--- src/rtl/prbs_frame_tx.sv ---
// prbs_frame_tx: framed AXI-Stream test-traffic source driven by a 32-bit Fibonacci LFSR
// (x^32 + x^22 + x^2 + x + 1), DATA_WIDTH/32 lanes per beat.
//
// Optional feature macro: PRBS_FRAME_TX_SEQ_EN
//   defined   -> lane 0 of every SOF beat carries the frame sequence number
//   undefined -> every lane of every beat carries PRBS
//
// The LFSR register always holds the state for the *next* beat to be presented, so a new
// beat can be loaded into the output registers on the same edge that accepts the old one.
module prbs_frame_tx #(
    parameter int unsigned DATA_WIDTH = 32,
    parameter int unsigned LEN_WIDTH  = 16,
    parameter int unsigned CNT_WIDTH  = 32
) (
    input  logic                  i_aclk,
    input  logic                  i_areset,
    input  logic                  i_start,
    input  logic                  i_stop,
    input  logic [31:0]           i_seed,
    input  logic [LEN_WIDTH-1:0]  i_frame_len,
    input  logic [LEN_WIDTH-1:0]  i_gap,
    input  logic [LEN_WIDTH-1:0]  i_num_frames,
    input  logic                  m_axis_tready,
    output logic                  m_axis_tvalid,
    output logic                  m_axis_sof,
    output logic                  m_axis_tlast,
    output logic [DATA_WIDTH-1:0] m_axis_tdata,
    output logic                  o_busy,
    output logic [CNT_WIDTH-1:0]  o_frames_sent
);

    localparam int unsigned LANES = DATA_WIDTH / 32;

    localparam logic [LEN_WIDTH-1:0] LenOne = LEN_WIDTH'(1);
    localparam logic [CNT_WIDTH-1:0] CntOne = CNT_WIDTH'(1);

    typedef enum logic [1:0] {
        StIdle,
        StSend,
        StGap
    } state_e;

    // One LFSR step: shift left, feedback into bit 0.
    function automatic logic [31:0] lfsr_step(input logic [31:0] s);
        logic fb;
        fb = s[31] ^ s[21] ^ s[1] ^ s[0];
        return {s[30:0], fb};
    endfunction

    // Lane k of a beat is the LFSR state advanced k steps from s.
    function automatic logic [DATA_WIDTH-1:0] lanes_from(input logic [31:0] s);
        logic [DATA_WIDTH-1:0] res;
        logic [31:0]           t;
        res = '0;
        t   = s;
        for (int unsigned k = 0; k < LANES; k++) begin
            res[32*k +: 32] = t;
            t = lfsr_step(t);
        end
        return res;
    endfunction

    // State that follows a full beat (LANES steps).
    function automatic logic [31:0] lfsr_advance(input logic [31:0] s);
        logic [31:0] t;
        t = s;
        for (int unsigned k = 0; k < LANES; k++) begin
            t = lfsr_step(t);
        end
        return t;
    endfunction

    // Registered state and outputs
    state_e                 state_q, state_d;
    logic [31:0]            lfsr_q, lfsr_d;
    logic [LEN_WIDTH-1:0]   len_q, len_d;
    logic [LEN_WIDTH-1:0]   gap_q, gap_d;
    logic [LEN_WIDTH-1:0]   num_q, num_d;
    logic [LEN_WIDTH-1:0]   beat_cnt_q, beat_cnt_d;
    logic [LEN_WIDTH-1:0]   frame_cnt_q, frame_cnt_d;
    logic [LEN_WIDTH-1:0]   gap_cnt_q, gap_cnt_d;
    logic                   stop_pend_q, stop_pend_d;
    logic                   tvalid_q, tvalid_d;
    logic                   sof_q, sof_d;
    logic                   tlast_q, tlast_d;
    logic [DATA_WIDTH-1:0]  tdata_q, tdata_d;
    logic                   busy_q, busy_d;
    logic [CNT_WIDTH-1:0]   frames_sent_q, frames_sent_d;

    // Beat-generation helpers
    logic                   start_acc;
    logic [31:0]            seed_eff;
    logic [LEN_WIDTH-1:0]   len_in_eff;
    logic [31:0]            lfsr_src;
    logic [LEN_WIDTH-1:0]   len_src;
    logic [DATA_WIDTH-1:0]  beat_lanes;
    logic [31:0]            lfsr_next;
    logic                   last_beat;
    logic                   stop_now;

    // Beat-load control from the FSM
    logic                   load_beat;
    logic [LEN_WIDTH-1:0]   load_idx;
    logic [CNT_WIDTH-1:0]   seq_num;

    // Source of the next beat: the seed on an accepted start, otherwise the running LFSR.
    always_comb begin
        start_acc  = (state_q == StIdle) && i_start;
        seed_eff   = (i_seed == 32'h0) ? 32'h1 : i_seed;
        len_in_eff = (i_frame_len == '0) ? LenOne : i_frame_len;
        lfsr_src   = start_acc ? seed_eff : lfsr_q;
        len_src    = start_acc ? len_in_eff : len_q;
        beat_lanes = lanes_from(lfsr_src);
        lfsr_next  = lfsr_advance(lfsr_src);
        last_beat  = (beat_cnt_q == len_q - LenOne);
        // A stop arriving together with the final handshake still ends the run.
        stop_now   = stop_pend_q | i_stop;
    end

    // FSM next-state logic and beat loading.
    always_comb begin
        state_d       = state_q;
        lfsr_d        = lfsr_q;
        len_d         = len_q;
        gap_d         = gap_q;
        num_d         = num_q;
        beat_cnt_d    = beat_cnt_q;
        frame_cnt_d   = frame_cnt_q;
        gap_cnt_d     = gap_cnt_q;
        stop_pend_d   = stop_pend_q;
        sof_d         = sof_q;
        tlast_d       = tlast_q;
        tdata_d       = tdata_q;
        frames_sent_d = frames_sent_q;
        load_beat     = 1'b0;
        load_idx      = '0;
        seq_num       = frames_sent_q;

        unique case (state_q)
            StIdle: begin
                // i_stop is ignored here, including when it coincides with i_start.
                if (i_start) begin
                    len_d       = len_in_eff;
                    gap_d       = i_gap;
                    num_d       = i_num_frames;
                    frame_cnt_d = '0;
                    stop_pend_d = 1'b0;
                    state_d     = StSend;
                    load_beat   = 1'b1;
                    load_idx    = '0;
                end
            end

            StSend: begin
                if (i_stop) begin
                    stop_pend_d = 1'b1;
                end
                if (m_axis_tready) begin
                    if (last_beat) begin
                        frames_sent_d = frames_sent_q + CntOne;
                        frame_cnt_d   = frame_cnt_q + LenOne;
                        if (stop_now ||
                            ((num_q != '0) && (frame_cnt_q + LenOne == num_q))) begin
                            state_d     = StIdle;
                            stop_pend_d = 1'b0;
                        end else if (gap_q != '0) begin
                            state_d   = StGap;
                            gap_cnt_d = gap_q;
                        end else begin
                            // Back-to-back: next SOF beat follows the TLAST handshake.
                            load_beat = 1'b1;
                            load_idx  = '0;
                            seq_num   = frames_sent_q + CntOne;
                        end
                    end else begin
                        load_beat = 1'b1;
                        load_idx  = beat_cnt_q + LenOne;
                    end
                end
            end

            StGap: begin
                if (i_stop) begin
                    state_d     = StIdle;
                    stop_pend_d = 1'b0;
                end else if (gap_cnt_q == LenOne) begin
                    state_d   = StSend;
                    load_beat = 1'b1;
                    load_idx  = '0;
                end else begin
                    gap_cnt_d = gap_cnt_q - LenOne;
                end
            end

            default: begin
                state_d = StIdle;
            end
        endcase

        if (load_beat) begin
            lfsr_d     = lfsr_next;
            beat_cnt_d = load_idx;
            tdata_d    = beat_lanes;
            sof_d      = (load_idx == '0);
            tlast_d    = (load_idx == len_src - LenOne);
`ifdef PRBS_FRAME_TX_SEQ_EN
            if (load_idx == '0) begin
                tdata_d[31:0] = 32'(seq_num);
            end
`endif
        end

        tvalid_d = (state_d == StSend);
        busy_d   = (state_d != StIdle);
        // sof/tlast only mean something alongside tvalid; keep them low while idle or gapping.
        if (!tvalid_d) begin
            sof_d   = 1'b0;
            tlast_d = 1'b0;
        end
    end

`ifndef PRBS_FRAME_TX_SEQ_EN
    // Sequence number is only consumed by the optional SOF tagging.
    logic unused_seq;
    assign unused_seq = ^seq_num;
`endif

    // All state and registered outputs; reset aborts any frame in flight.
    always_ff @(posedge i_aclk or posedge i_areset) begin
        if (i_areset) begin
            state_q       <= StIdle;
            lfsr_q        <= 32'h1;
            len_q         <= LenOne;
            gap_q         <= '0;
            num_q         <= '0;
            beat_cnt_q    <= '0;
            frame_cnt_q   <= '0;
            gap_cnt_q     <= '0;
            stop_pend_q   <= 1'b0;
            tvalid_q      <= 1'b0;
            sof_q         <= 1'b0;
            tlast_q       <= 1'b0;
            tdata_q       <= '0;
            busy_q        <= 1'b0;
            frames_sent_q <= '0;
        end else begin
            state_q       <= state_d;
            lfsr_q        <= lfsr_d;
            len_q         <= len_d;
            gap_q         <= gap_d;
            num_q         <= num_d;
            beat_cnt_q    <= beat_cnt_d;
            frame_cnt_q   <= frame_cnt_d;
            gap_cnt_q     <= gap_cnt_d;
            stop_pend_q   <= stop_pend_d;
            tvalid_q      <= tvalid_d;
            sof_q         <= sof_d;
            tlast_q       <= tlast_d;
            tdata_q       <= tdata_d;
            busy_q        <= busy_d;
            frames_sent_q <= frames_sent_d;
        end
    end

    assign m_axis_tvalid = tvalid_q;
    assign m_axis_sof    = sof_q;
    assign m_axis_tlast  = tlast_q;
    assign m_axis_tdata  = tdata_q;
    assign o_busy        = busy_q;
    assign o_frames_sent = frames_sent_q;

endmodule

--- config.mk ---
export PLATFORM = sky130hd
export DESIGN_NAME = prbs_frame_tx
export DESIGN_NICKNAME = d
export VERILOG_FILES = /design/src/rtl/prbs_frame_tx.sv
export SDC_FILE = /design/constraint.sdc
export NUM_CORES = 1
export LEC_CHECK = 0
export BUFFER_PORTS_ARGS = -buffer_cell sky130_fd_sc_hd__clkbuf_2
export CAP_MARGIN = 5
export CORE_UTILIZATION = 38
export DETAILED_ROUTE_END_ITERATION = 8
export GPL_ROUTABILITY_DRIVEN = 0
export GPL_TIMING_DRIVEN = 0
export RECOVER_POWER = 100
export REMOVE_ABC_BUFFERS = 1
export SLEW_MARGIN = 5
export SYNTH_ARGS = -nofsm -noshare
export SYNTH_HDL_FRONTEND = slang
export SYNTH_SLANG_ARGS = --single-unit
--- constraint.sdc ---
create_clock -name i_aclk -period 5.9 [get_ports i_aclk]
set_input_delay 0.885 -clock i_aclk [delete_from_list [all_inputs] [get_ports i_aclk]]
set_output_delay 0.885 -clock i_aclk [all_outputs]
set_load 0.05 [all_outputs]
==> out/summary.txt, run 1 <==
Type of destination of the critical path = flop
Overall routing resource usage = 0.196
#FFs+latches synth = 168
PortBufs = 152
Syn Area/Cell = 8.57 sq um
Final core occ = 0.437
Period Utilization, post-route = 0.907
Die area = 0.0273 sq mm
Tmin final = 5.35 ns
Number of global-route vias before repair = 8,439
Share of the synthesized area in the top cell type = 0.410
H-tree levels = 4
Clock Sinks = 168
CTS Hold Bufs = 0
Reg clk slew, reported paths = 0.07 ns
Endpoints failing setup = 0
# DRC = 14
Hold Crit Start = o_frames_sent[31]
Ports = 153
Crit Path Category = flop to flop
Routed wire per std cell = 16.0 um
Vias/cell = 5.39
First-pass GRT wire length = 42,500 um
Routed WL = 25,900 um
Placed wire-length estimate = 18,600 um
Slew headroom = -1.11
Inst Count DP = 1,584
FF-to-FF Start = len_q[1]
Post-synth EDFFs = 0
Setup_tns = 0 ns
Clk_skew = 0.0136 ns
Power density over the cells = 417 mW/mm^2
Ys async rst share = 1.00
Die Ht = 165 um
Violated checks = DRC, capacitance limit, slew limit
Max-cap violations = 2
CTS buffer count = 17
Syn. warnings = 0
Crit path DAT = 5.71 ns
Crit path top cell by count = nand4_1
Sequential area share after synthesis = 0.415
Max Root-Sink Buffers = 2
Initial antenna violation count = 1
Peak per-stage delay on the critical path = 1.00 ns
Hold Crit Class = flop to flop
Status = finished with violations
Layout cell share with drive strength beyond 1 = 0.107
Largest net degree at the start of global routing = 103
Crit-path slowest cell = nor4_4
Final std cells w/o fill = 1,616
Max FO, Critical Path = 16
# diodes = 0
Max-slew violations = 118
CP Launch Type = flop
Buf+Inv Stages, Crit Path = 1
Worst Tran Pin Value = 3.14 ns
Antenna-violating nets left = 0
Die X-Extent = 165 um
Synth top area cells = dfrtp_1 (41%), nand2_1 (7.7%), xnor2_1 (6.7%)
Worst skew pair latency = 0.44 ns
RSZ-0062 raised after global routing = no
Final nets = 1,360
Iter 0 DRT Violations = 604
Initial Util = 0.388
CP startpoint = len_q[1]
Area Growth Syn to Fin = 12.8%
CP top delay family = simple AND/OR/NAND/NOR gates
Drt first pass iters = 7
Netlist Area Pre-Place = 0.0101 sq mm
Req. time, crit path = 6.26 ns
Synth Instances = 1,182
Final Hold Vio Count = 0
Maximum VDD drop = 0.000266 V
Total core area = 0.0261 sq mm
Pwr Total = 4.77 mW
Worst-path cell chain = inv_1 > ha_1 > nor4b_1 > nand4_1 > xnor2_1 > a2111oi_4 > nand4b_1 > nor4_4 > nand4_1 > or3_1 > nor3_1 > xor2_1
Via count = 8,717
Distinct cells, synth = 71
Hold_ws = 0.464 ns
# Post-CTS Setup Buffers = 0
Leading area contributor after synthesis = dfrtp_1
Row count = 59
Clock Tree Root = clkbuf_16
CTS tree = done
Resize count post-CTS = 0
F_max = 187 MHz
P_leak = 5.04 nW
Global route total overflow = 0
Post-synth top flop = dfrtp_1
==> registers in the layout, indices dropped and copies added, names as in the netlist, 16 cells and up <==
signal	flops
beat_cnt_q	16
frame_cnt_q	16
gap_cnt_q	16
gap_q	16
len_q	16
lfsr_q	31
num_q	16
o_frames_sent	32
==> through the flow <==
| step | cell area (sq um) | setup WS [ns] |
|---|---|---|
| 2_1_floorplan | 9640 | -0.832 |
| 3_3_place_gp | 10800 | -3.93 |
| 3_5_place_dp | 11000 | 0.680 |
| 4_1_cts | 11600 | 0.673 |
| 5_1_grt | 11400 | 0.112 |
| 6_report | 11400 | 0.549 |
==> cell usage after synthesis, types with 9 or more instances <==
| library cell | n |
|---|---|
| a21oi_1 | 39 |
| a31oi_1 | 9 |
| and3_1 | 17 |
| and4_1 | 9 |
| buf_2 | 9 |
| buf_4 | 31 |
| clkbuf_1 | 49 |
| dfrtp_1 | 166 |
| inv_1 | 36 |
| mux2i_1 | 43 |
| nand2_1 | 208 |
| nand2b_1 | 9 |
| nand3_1 | 33 |
| nand4_1 | 25 |
| nor2_1 | 64 |
| nor3_1 | 34 |
| nor4_1 | 38 |
| o21ai_0 | 119 |
| o31ai_1 | 11 |
| or3_1 | 14 |
| xnor2_1 | 77 |
| xor2_1 | 35 |
==> metal layers <==
metal	track usage	up-vias	wire, um
li1	-	4295	-
met1	0.258	4191	12100
met2	0.322	206	12100
met3	0.0347	23	1210
met4	0.0721	2	454
met5	0	-	10
==> placed cells by master, fill, tap and decap left out, types with 4 or more instances in the layout <==
cell / synthesis / layout
nand2_1: 208 / 208
dfrtp_1: 166 / 166
o21ai_0: 119 / 120
clkbuf_2: 0 / 84
xnor2_1: 77 / 77
clkbuf_1: 49 / 75
nor2_1: 64 / 64
mux2i_1: 43 / 43
a21oi_1: 39 / 39
nor4_1: 38 / 38
nor3_1: 34 / 36
inv_1: 36 / 35
xor2_1: 35 / 35
nand3_1: 33 / 34
nand4_1: 25 / 26
and3_1: 17 / 17
clkbuf_16: 0 / 17
or3_1: 14 / 15
o31ai_1: 11 / 11
nand2b_1: 9 / 9
and4_1: 9 / 9
a31oi_1: 9 / 9
o22ai_1: 8 / 8
or4_1: 7 / 7
ha_1: 7 / 7
or2_2: 6 / 6
a22oi_1: 5 / 5
nor3b_1: 4 / 4
o211ai_1: 4 / 4
==> power by group <==
group          total [mW]  switching, mW  internal (mW)
logic                1.76           1.15          0.612
clock network        1.21          0.515          0.692
registers            1.80          0.353           1.45
==> cells by family (layout without fill, tap and decap cells) <==
group,count (synthesis),count (layout),share of synthesized area
and+or+nand+nor,494,494,0.243
adders and majority gates,7,7,0.00865
AOI/OAI and AO/OA,226,226,0.132
DFF,168,168,0.415
muxes,44,44,0.0436
xor gates and xnor gates,112,112,0.0969
buffers and inverters,131,230,0.0612
==> worst paths after layout <==
check | end | slack, ns | cells past startpoint
min in group asynchronous | gap_q[6] | 1.34 | 2
setup reg to reg | o_frames_sent[31] | 0.55 | 12
hold reg to reg | o_frames_sent[31] | 0.46 | 1
max in group asynchronous | lfsr_q[2] | 3.14 | 2
hold / removal | o_frames_sent[31] | 0.46 | 1
setup / recovery | o_frames_sent[31] | 0.55 | 12
==> cell type report <==
type                       count  area [sq um]
sequential                   168          4210
clock inverter                13           181
timing repair buffer         162           772
clock buffer                  19           443
multi-input combinational    883          5270
inverter                      36           136
tap                          335           419
fill                        2653         14700
Note: power is estimated with default switching activity, not from simulation.
==> run 2, diff against run 1 <==
CORE_UTILIZATION = 58   (was 38)
PLACE_DENSITY = 0.81   (was not set)
==> run 2 against run 1 <==
The flow finishes with violations (capacitance limit, slew limit). Hold slack improved by 0.0024 ns. Total power shrank 2.6%. Flip-flop and latch count did not move. Sequential power barely moved. Final area down 2.0%. Die area decreased by 34%. Fmax increased by 0.48%. Clock skew rose by 0.0022 ns. Clock-buffer cell count up 3.
==> out/summary.txt, run 2 (synthesis results as in run 1) <==
Commonest non-fill, non-tap cell in the layout = nand2_1
Initial Util = 0.602
Power density over the cells = 415 mW/mm^2
Placed wire-length estimate = 17,600 um
Drt first pass iters = 6
P_leak = 5.01 nW
CP Launch Type = flop
Slew headroom = -0.887
Setup_tns = 0 ns
Crit-path slowest cell = nor4_4
Reg clk slew, reported paths = 0.07 ns
Crit path top cell by count = nand4_1
Violated checks = capacitance limit, slew limit
Ports = 153
CTS tree = done
Via count = 8,929
Max reg flops = 32
Die Ht = 134 um
Crit Path Category = flop to flop
Switching power = 1.98 mW
Peak per-stage delay on the critical path = 0.93 ns
Type of destination of the critical path = flop
P_int = 2.66 mW
Number of fillers in the final layout = 1,469
Overall routing resource usage = 0.284
Endpoints failing setup = 0
Status = finished with violations
Max-slew violations = 182
Max-cap violations = 3
Iter 0 DRT Violations = 624
Final std cells w/o fill = 1,501
Total core area = 0.0168 sq mm
Worst skew pair latency = 0.44 ns
Crit path DAT = 5.68 ns
Sequential Power Share = 0.389
Die area = 0.0180 sq mm
Clk_skew = 0.0158 ns
Final Hold Vio Count = 0
Row count = 47
RSZ-0062 raised after global routing = no
Number of global-route vias before repair = 8,337
Die X-Extent = 134 um
Tmin final = 5.33 ns
Routed wire per std cell = 16.4 um
Worst-path cell chain = inv_1 > ha_1 > nor4b_1 > nand4_1 > xnor2_1 > a2111oi_4 > nand4b_1 > nor4_4 > nand4_1 > or3_1 > nor3_1 > xor2_1
Pwr Total = 4.64 mW
Inst Count DP = 1,469
Global route total overflow = 0
Final nets = 1,360
Period Utilization, post-route = 0.903
First-pass GRT wire length = 40,900 um
Resize count post-CTS = 0
Clock Tree Root = clkbuf_16
H-tree levels = 4
# Post-CTS Setup Buffers = 0
CTS Hold Bufs = 0
Worst Tran Pin Value = 2.83 ns
Maximum VDD drop = 0.000273 V
Max FO, Critical Path = 16
PortBufs = 152
Hold_ws = 0.467 ns
R2r setup slk = 0.57 ns
Clock Sinks = 168
Clock share of power = 0.231
Vias/cell = 5.95
Largest net degree at the start of global routing = 118
F_max = 188 MHz
Area Growth Syn to Fin = 10.6%
Req. time, crit path = 6.26 ns
Routed WL = 24,700 um
Commonest non-fill, non-tap cells in the layout = nand2_1 (208), dfrtp_1 (166), o21ai_0 (120)
Max Root-Sink Buffers = 2
Layout cell share with drive strength beyond 1 = 0.105
Combinational share of power = 0.380
CTS buffer count = 17
# DRC = 0
Switching Fraction = 0.427
# diodes = 0
Initial antenna violation count = 0
Antenna-violating nets left = 0
Hold Crit Class = flop to flop
[run 2: changes by cell type in the layout (fill, tap and decap cells not counted), sizes merged]
cell	change
buf	-1
clkinvlp	-2
clkbuf	+4
clkinv	+6
inv	-5
bufinv	-2
[run 2: worst max-delay path, delay by kind of cell, from the launching register on]
family	cells	cell delay, ns
AOI/OAI and AO/OA	1	0.35
xor gates and xnor gates	2	0.42
adders and majority gates	1	0.27
buffers and inverters	1	0.11
DFF	1	0.41
and+or+nand+nor	7	3.68
[run 2: layer usage]
metal / vias to the layer above / GRT usage / wire length [um]
met2: 324 / 0.454 / 11900
met4: 0 / 0.107 / 625
met5: - / 0 / 0
met1: 4248 / 0.379 / 10700
met3: 56 / 0.0608 / 1470
li1: 4301 / - / -
[run 2: power by group through the flow]
stage | logic, mW | clock network (mW) | registers (mW)
after global routing | 1.93 | 1.14 | 1.85
after global placement | 1.73 | 0 | 1.81
final | 1.77 | 1.07 | 1.81
after CTS | 1.81 | 1.09 | 1.80
after detailed placement | 1.80 | 0 | 1.82
after floorplan | 1.02 | 0 | 2.09
[run 2: per-stage QoR]
step                utilization  worst slack, ns  cell area, sq um
global placement          0.635            -3.72             10700
CTS                       0.680            0.831             11400
detailed placement        0.647            0.834             10900
floorplan                     -           -0.832              9640
finish                    0.666            0.575             11200
global route              0.666            0.257             11200
[run 2: final timing paths]
check	endpoint	start	cells after the start
max	o_frames_sent[23]	len_q[1]	12
min	o_frames_sent[31]	o_frames_sent[31]	1
max reg2reg	o_frames_sent[23]	len_q[1]	12
min reg2reg	o_frames_sent[31]	o_frames_sent[31]	1
max in group asynchronous	lfsr_q[11]	i_areset	3
min in group asynchronous	gap_q[13]	i_areset	2
[run 2: cell type report]
cell class                 count  area [sq um]  area share
clock inverter                10          96.3     0.00860
timing repair buffer         162           762      0.0680
tap                          220           275      0.0246
clock buffer                  22           464      0.0414
multi-input combinational    883          5260       0.470
sequential                   168          4210       0.376
inverter                      36           136      0.0122
==> run 3, diff against run 2 <==
RECOVER_POWER = 25   (was 100)
==> run 3 against run 2 <==
Routed wire length is essentially flat. Final cell count unchanged. Highest routed layer unchanged. Critical endpoint is now gap_cnt_q[0]. Register-to-register slack improved by 0.14 ns. First-iteration DRC count fell by 7.9%. Global-route usage is the same. The flow still finishes with violations (capacitance limit, slew limit).
==> out/summary.txt, run 3 (synthesis results as in run 1) <==
Status = finished with violations
Violated checks = capacitance limit, slew limit
GR Util met3 = 0.0608
Type of destination of the critical path = flop
Final Hold Vio Count = 0
Vias/cell = 5.94
PortBufs = 152
# diodes = 0
Die area = 0.0180 sq mm
Crit path top cell by count = inv_1
Maximum VDD drop = 0.000279 V
Placed wire-length estimate = 17,600 um
Ports = 153
Resize count post-CTS = 0
First-pass GRT wire length = 40,900 um
Antenna-violating nets left = 0
Crit path DAT = 5.48 ns
Slew headroom = -0.909
Peak per-stage delay on the critical path = 1.02 ns
Area Growth Syn to Fin = 12.7%
Drt first pass iters = 6
Tmin final = 5.19 ns
Worst skew pair latency = 0.44 ns
Initial antenna violation count = 0
Max-cap violations = 2
Crit Path Category = flop to flop
CTS tree = done
CTS buffer count = 17
# Post-CTS Setup Buffers = 0
Clk_skew = 0.0155 ns
Commonest non-fill, non-tap cells in the layout = nand2_1 (208), dfrtp_1 (166), clkbuf_2 (153)
Max FO, Critical Path = 21
Die Ht = 134 um
Total core area = 0.0168 sq mm
Number of global-route vias before repair = 8,337
CP Launch Type = flop
Clock Sinks = 168
Worst-path cell chain = inv_1 > ha_1 > nor4b_1 > nand4_1 > xnor2_1 > a2111oi_4 > nand4b_1 > nor4_4 > a31oi_2 > buf_6 > inv_1 > nand2_1 > o21ai_0 > a21oi_1
Met1 Use GR = 0.379
Iter 0 DRT Violations = 575
Routed WL = 24,700 um
Via count = 8,914
Req. time, crit path = 6.19 ns
Global route total overflow = 0
# DRC = 0
F_max = 193 MHz
P_leak = 5.29 nW
RSZ-0062 raised after global routing = no
Endpoints failing setup = 0
Overall routing resource usage = 0.284
Commonest non-fill, non-tap cell in the layout = nand2_1
Reg clk slew, reported paths = 0.06 ns
Pwr Total = 4.69 mW
Hold Crit Class = flop to flop
Initial Util = 0.602
Final nets = 1,360
Max Root-Sink Buffers = 2
Max-slew violations = 171
Max reg flops = 32
Final core occ = 0.678
Top Usage Layer GRT = met2
Power density over the cells = 411 mW/mm^2
Routed wire per std cell = 16.4 um
GR Layer Usage met2 = 0.454
Clock Tree Root = clkbuf_16
Period Utilization, post-route = 0.879
Die X-Extent = 134 um
Worst Tran Pin Value = 2.86 ns
Crit-path slowest cell = nor4_4
H-tree levels = 4
Largest net degree at the start of global routing = 118
CTS Hold Bufs = 0
Row count = 47
Layout cell share with drive strength beyond 1 = 0.171
-- run 3: routing by layer --
layer | part of all wire | vias up
met5 | 0 | -
li1 | - | 4294
met2 | 0.48 | 319
met1 | 0.44 | 4243
met3 | 0.059 | 58
met4 | 0.027 | 0
-- run 3: where the power goes --
part | switching (mW) | internal, mW | total [mW]
logic | 1.16 | 0.647 | 1.81
registers | 0.360 | 1.45 | 1.81
clock network | 0.467 | 0.605 | 1.07
-- run 3: critical path, delay by kind of cell, from the launching register on --
kind	cells	cell delay, ns
simple gates	5	2.69
compound gates	4	0.88
buf+inv	3	0.57
flops	1	0.41
fa+ha+maj	1	0.27
xor+xnor	1	0.23
-- run 3: final timing paths --
check                                  startpoint           endpoint  slack [ns]  cells past startpoint
worst max-delay path                     len_q[1]       gap_cnt_q[0]        0.71                     14
worst min-delay path            o_frames_sent[31]  o_frames_sent[31]        0.47                      1
worst max register to register           len_q[1]       gap_cnt_q[0]        0.71                     14
worst min register to register  o_frames_sent[31]  o_frames_sent[31]        0.47                      1
max in group asynchronous                i_areset   o_frames_sent[8]        1.27                      3
min in group asynchronous                i_areset          gap_q[13]        1.04                      2
-- run 3: stage by stage --
step                hold WS [ns]  setup WS (ns)  setup TNS [ns]  cell area (sq um)  instances
global placement           0.449          -3.72         -532.50              10700       1459
floorplan                  0.430         -0.832          -29.39               9640       1087
finish                     0.467          0.712               0              11400       1501
global route               0.491          0.325               0              11400       1501
detailed placement         0.457          0.834               0              10900       1469
CTS                        0.460          0.831               0              11400       1501
-- run 3: area by class of cell --
cell class	count	area [sq um]
tap	220	275
clock inverter	10	96.3
inverter	36	136
timing repair buffer	162	905
clock buffer	22	464
sequential	168	4210
fill	1422	5410
multi-input combinational	883	5330
